`src/rtl/lsu_ctrl.sv`:
```
// ============================================================================
// lsu_ctrl : load/store sequencer between the CPU memory stage and the data-memory port
// Rev 1.0
// ============================================================================
`default_nettype none

module lsu_ctrl #(
  parameter int CPU_WORD = 32,
  parameter int ADDR_W   = 32,
  parameter int TIMEOUT  = 16
) (
  input  logic                clk,
  input  logic                rst,
  input  logic                cpu_req,
  input  logic                cpu_we,
  input  logic [2:0]          cpu_funct3,
  input  logic [ADDR_W-1:0]   cpu_addr,
  input  logic [CPU_WORD-1:0] cpu_wdata,
  output logic                cpu_ready,
  output logic                cpu_done,
  output logic [CPU_WORD-1:0] cpu_rdata,
  output logic                cpu_err,
  output logic                mem_req,
  output logic                mem_we,
  output logic [ADDR_W-1:0]   mem_addr,
  output logic [3:0]          mem_be,
  output logic [CPU_WORD-1:0] mem_wdata,
  input  logic                mem_gnt,
  input  logic                mem_rvalid,
  input  logic [CPU_WORD-1:0] mem_rdata
);

  localparam int C_CNT_W = $clog2(TIMEOUT + 1);
  localparam logic [C_CNT_W-1:0] C_CNT_LAST = C_CNT_W'(TIMEOUT - 1);

  localparam logic [2:0] C_IDLE = 3'd0;
  localparam logic [2:0] C_REQ  = 3'd1;
  localparam logic [2:0] C_WAIT = 3'd2;
  localparam logic [2:0] C_DONE = 3'd3;
  localparam logic [2:0] C_ERR  = 3'd4;

  logic [2:0]          r_state;
  logic [2:0]          w_next;
  logic                r_we;
  logic [2:0]          r_funct3;
  logic [ADDR_W-1:0]   r_addr;
  logic [CPU_WORD-1:0] r_wdata;
  logic [CPU_WORD-1:0] r_rdata;
  logic [C_CNT_W-1:0]  r_cnt;

  logic                w_illegal;
  logic                w_misalign;
  logic [3:0]          w_be;
  logic [CPU_WORD-1:0] w_wdata;
  logic [7:0]          w_byte;
  logic [15:0]         w_half;
  logic [CPU_WORD-1:0] w_load_ext;

  // Decode checks act on the live request so errors are known at accept time
  assign w_illegal  = cpu_we ? (cpu_funct3[2] || (cpu_funct3[1:0] == 2'b11))
                             : ((cpu_funct3 == 3'b011) || (cpu_funct3[2:1] == 2'b11));
  assign w_misalign = ((cpu_funct3[1:0] == 2'b01) && cpu_addr[0]) ||
                      ((cpu_funct3[1:0] == 2'b10) && (cpu_addr[1:0] != 2'b00));

  always_comb begin
    w_be    = 4'b1111;
    w_wdata = r_wdata;
    case (r_funct3[1:0])
      2'b00: begin
        w_be    = 4'b0001 << r_addr[1:0];
        w_wdata = {4{r_wdata[7:0]}};
      end
      2'b01: begin
        w_be    = 4'b0011 << r_addr[1:0];
        w_wdata = {2{r_wdata[15:0]}};
      end
      default: ;
    endcase
  end

  assign w_byte = mem_rdata[{r_addr[1:0], 3'b000} +: 8];
  assign w_half = mem_rdata[{r_addr[1], 4'b0000} +: 16];

  always_comb begin
    w_load_ext = mem_rdata;
    case (r_funct3)
      3'b000:  w_load_ext = {{24{w_byte[7]}}, w_byte};
      3'b001:  w_load_ext = {{16{w_half[15]}}, w_half};
      3'b100:  w_load_ext = {24'b0, w_byte};
      3'b101:  w_load_ext = {16'b0, w_half};
      default: w_load_ext = mem_rdata;
    endcase
  end

  always_ff @(posedge clk) begin
    if (!rst) r_state <= C_IDLE;
    else      r_state <= w_next;
  end

  always_comb begin
    w_next = r_state;
    case (r_state)
      C_IDLE: if (cpu_req) w_next = (w_illegal || w_misalign) ? C_ERR : C_REQ;
      C_REQ: begin
        if (mem_gnt)                  w_next = r_we ? C_DONE : C_WAIT;
        else if (r_cnt == C_CNT_LAST) w_next = C_ERR;
      end
      C_WAIT: begin
        if (mem_rvalid)               w_next = C_DONE;
        else if (r_cnt == C_CNT_LAST) w_next = C_ERR;
      end
      C_DONE:  w_next = C_IDLE;
      C_ERR:   w_next = C_IDLE;
      default: w_next = C_IDLE;
    endcase
  end

  always_comb begin
    cpu_ready = 1'b0;
    cpu_done  = 1'b0;
    cpu_err   = 1'b0;
    mem_req   = 1'b0;
    mem_we    = 1'b0;
    mem_addr  = '0;
    mem_be    = 4'b0000;
    mem_wdata = '0;
    case (r_state)
      C_IDLE: cpu_ready = 1'b1;
      C_REQ: begin
        mem_req   = 1'b1;
        mem_we    = r_we;
        mem_addr  = {r_addr[ADDR_W-1:2], 2'b00};
        mem_be    = r_we ? w_be : 4'b0000;
        mem_wdata = r_we ? w_wdata : '0;
      end
      C_DONE:  cpu_done = 1'b1;
      C_ERR:   cpu_err  = 1'b1;
      default: ;
    endcase
  end

  assign cpu_rdata = r_rdata;

  // Counter restarts when entering REQ (from IDLE) and WAIT (on a load grant)
  always_ff @(posedge clk) begin
    if (!rst) begin
      r_we     <= 1'b0;
      r_funct3 <= 3'b000;
      r_addr   <= '0;
      r_wdata  <= '0;
      r_rdata  <= '0;
      r_cnt    <= '0;
    end else begin
      if (r_state == C_IDLE && cpu_req) begin
        r_we     <= cpu_we;
        r_funct3 <= cpu_funct3;
        r_addr   <= cpu_addr;
        r_wdata  <= cpu_wdata;
      end
      if (r_state == C_IDLE || (r_state == C_REQ && mem_gnt)) r_cnt <= '0;
      else if (r_state == C_REQ || r_state == C_WAIT)         r_cnt <= r_cnt + 1'b1;
      if (r_state == C_WAIT && mem_rvalid) r_rdata <= w_load_ext;
    end
  end

endmodule

`default_nettype wire
```
`config.mk`:
```
export PLATFORM = sky130hd
export DESIGN_NAME = lsu_ctrl
export DESIGN_NICKNAME = d
export VERILOG_FILES = /design/src/rtl/lsu_ctrl.sv
export SDC_FILE = /design/constraint.sdc
export NUM_CORES = 1
export LEC_CHECK = 0
export ABC_CLOCK_PERIOD_IN_PS = 2880
export CORE_MARGIN = 5
export CORE_UTILIZATION = 47
export CTS_CLUSTER_DIAMETER = 80
export CTS_CLUSTER_SIZE = 12
export DETAILED_ROUTE_END_ITERATION = 8
export HOLD_SLACK_MARGIN = 0.12
export PLACE_DENSITY = 0.83
export SETUP_SLACK_MARGIN = 0.3
export SLEW_MARGIN = 20
export SYNTH_ARGS = -nofsm -noshare
export SYNTH_HDL_FRONTEND = slang
export SYNTH_SLANG_ARGS = --single-unit
```
`constraint.sdc`:
```
create_clock -name clk -period 2.88 [get_ports clk]
set_input_delay 0.576 -clock clk [delete_from_list [all_inputs] [get_ports clk]]
set_output_delay 0.576 -clock clk [all_outputs]
set_load 0.1 [all_outputs]
```
==> impl_metrics.py <==
metrics = {
    "placement": {
        "detailed_place_hpwl_mm": 13.2,
        "placed_cell_area_um2": 8160,
        "dpl_worst_slack_ns": 0.480,
        "place_inst": 1001,
        "io_buffer_count": 207,
        "gp_congestion": 0.853,
    },
    "routing": {
        "drtPass1Iterations": 7,
        "postRouteAntennaNets": 0,
        "vias": 5809,
        "wirelength_mm": 18.3,
        "drc": 0,
        "wl_per_cell_um": 18.0,
        "drt-vias-per-instance": 5.71,
        "drt_iter0_markers": 567,
    },
    "cells_and_area": {
        "postLayoutCellArea_um2": 8480,
        "nNetsFinal": 976,
        "drive_above_1_share_pct": 22.3,
        "diodes": 0,
        "fillCellCount": 779,
        "syn_to_final_growth_pct": 58.9,
        "post-route-util_pct": 75.2,
        "stdcell_count": 1017,
    },
    "synthesis": {
        "synth_seq_cells": 108,
        "netlist_top_cells_count": "163 x nand2_1, 108 x a21oi_1, 108 x dfxtp_1",
        "synth.top_cells.by_area": "dfxtp_1 41%, nand2_1 11%, a21oi_1 10%, and2_1 4.6%, o21ai_0 3.9%",
        "yosys_warnings": 0,
        "async_flop_share_pct": 0,
        "ys_types": 47,
        "synthAdderAreaFrac_pct": 0.469,
        "syn_area_per_cell_um2": 7.65,
        "synth_edf_count": 0,
        "synth_ff_type": "dfxtp_1",
        "synth_top_family_by_area": "simple AND/OR/NAND/NOR gates",
        "postSynthCellCount": 698,
        "synthXorXnorAreaFrac_pct": 0.328,
        "synth_top_cell_area_share_pct": 40.5,
        "synth_area_um2": 5340,
        "seq_area_frac_synth_pct": 40.5,
        "yosysTopAreaCell": "dfxtp_1",
        "synth-compound-area-share_pct": 20.7,
        "synth-simple-area-share_pct": 25.1,
        "synthMuxAreaShare_pct": 7.15,
        "yosysMostFrequentCell": "nand2_1",
    },
    "sta": {
        "setup_viol": 0,
        "setup_slack_ns": 0.378,
        "fin_worst_skew_ns": 0.00730,
        "rsz0062_at_grt": "no",
        "final-hold-violation-count": 0,
        "max_freq_mhz": 400,
        "min_period_ns": 2.50,
        "max_slew.worst_pin.slew_ns": 0.901,
        "post-route-period-util_pct": 86.9,
        "relSlewSlack_pct": 39.8,
        "setup_tns_ns": 0,
        "slew_violations": 0,
        "hold_ws_ns": 0.450,
    },
    "global_routing": {
        "antenna_found_initial": 0,
        "overflow": 0,
        "grt_max_degree": 71,
        "track_usage_pct": 26.3,
        "first_global_vias": 5594,
        "grt_pass1_wl_mm": 28.3,
    },
    "clocking": {
        "cts-buffers-inserted": 9,
        "clock-sinks": 108,
        "clk_pin_slew_worst_paths_ns": 0.07,
        "cts_tree": "done",
        "h-tree-depth": 3,
        "clk_path_buf_depth": 2,
        "clock_latency_ns": 0.36,
        "cts_root_buffer": "clkbuf_16",
        "postCtsSetupRepairBufs": 0,
    },
    "worst_setup_path": {
        "arrival_ns": 1.93,
        "critPathKind": "reg -> out",
        "cp_top_family": "simple AND/OR/NAND/NOR gates",
        "crit_fanout": 19,
        "critPathRequiredTime_ns": 2.30,
        "path_buf_inv": 2,
        "cpMaxStageDelayCell": "dfxtp_2",
        "path_cells": "nor3b_4, nand2_4, buf_4, nor2_1, buf_12",
        "cp-end-kind": "output pin",
        "crit_path_start_kind": "flip-flop",
        "cp_slowest_stage_delay_ns": 0.41,
    },
    "floorplanning": {
        "io_pins": 210,
        "die-area_um2": 13600,
        "initial_utilization_pct": 47.3,
        "die_h_um": 117,
        "fp-row-count": 39,
        "core_um2": 11300,
        "die_x_um": 117,
    },
    "hold_path": {
        "hp-class": "reg -> reg",
    },
    "pwr": {
        "p_leak_nw": 3.26,
        "pwr_density_cell_nw_per_um2": 442,
        "ir_drop_mv": 0.368,
        "power_mw": 3.75,
    },
    "outcome": {
        "status": "finished, final reports clean",
    },
    "flow_run": {
        "drv_cap": 0,
    },
}
## kinds of logic (layout without fill, tap and decap cells)
logic type                 count (synthesis)  in the layout
and+or+nand+nor                          278            278
AOI/OAI and AO/OA                        201            201
DFF                                      108            108
buffers and inverters                     71            246
muxes                                     35             35
adders and majority gates                  2              2
xor gates and xnor gates                   2              2
other                                      1              2
## flip-flops by register name (all words and copies together), names as in the netlist
name	count
r_state	3
r_wdata	32
r_we	1
cpu_rdata	32
r_funct3	3
r_cnt	5
r_addr	32
## power by group
group          total, mW  leakage [nW]  switching (mW)  internal, mW
Clock               1.26         0.147           0.583         0.676
Combinational      0.843          2.23           0.506         0.337
Sequential          1.65         0.883          0.0696          1.58
## placed cells by master, fill, tap and decap left out, drive strengths merged, types with 2 or more instances in the layout
cell	synthesis	final
a221oi	8	8
clkbuf	47	10
and3b	14	14
inv	8	9
o31ai	3	3
and3	2	2
nor3	4	4
mux2	15	15
a31oi	33	33
nand3	3	3
o21ai	44	44
or4	4	4
clkinv	0	4
clkdlybuf4s50	0	104
nand2b	2	2
a21oi	108	108
nor2b	11	11
ha	2	2
and2	39	39
mux2i	19	19
nor2	25	25
conb	1	2
nor3b	3	3
dfxtp	108	108
nand2	163	163
buf	16	118
## worst paths after layout
| path | cells past startpoint | startpoint | slack (ns) | endpoint |
|---|---|---|---|---|
| worst max-delay path | 5 | r_state[2] | 0.38 | mem_wdata[19] |
| worst min-delay path | 2 | r_addr[28] | 0.45 | r_addr[28] |
| worst max register to register | 5 | r_funct3[1] | 0.64 | cpu_rdata[6] |
| worst min register to register | 2 | r_addr[28] | 0.45 | r_addr[28] |
## layer usage
layer  share of wire, %  GRT usage [%]  routed length [µm]
met1                 38           30.3                6890
met4                3.0           11.0                 544
met2                 49           44.5                8940
met5                  0              0                   0
met3                 11           9.33                1960
## cell type report
| cell class | count | area, µm² | share of cell area (%) |
|---|---|---|---|
| timing repair buffer | 222 | 2810 | 33.1 |
| tap | 143 | 179 | 2.11 |
| clock buffer | 10 | 229 | 2.70 |
| inverter | 8 | 37.5 | 0.443 |
| sequential | 108 | 2170 | 25.5 |
| multi-input combinational | 520 | 3000 | 35.4 |
| clock inverter | 6 | 62.6 | 0.738 |
## what timing repair did
item / CTS / global route
setup endpoints to repair: 21 / 20
pin swaps: 1 / 1
resized for setup: 4 / 5
hold buffers: 0 / 0
## tightest hold or removal path, stage by stage (launching register included)
cell     delay, ns
dfxtp_1       0.31
nand2_1       0.05
a21oi_1       0.05
Power figures use the tool's default switching activity.
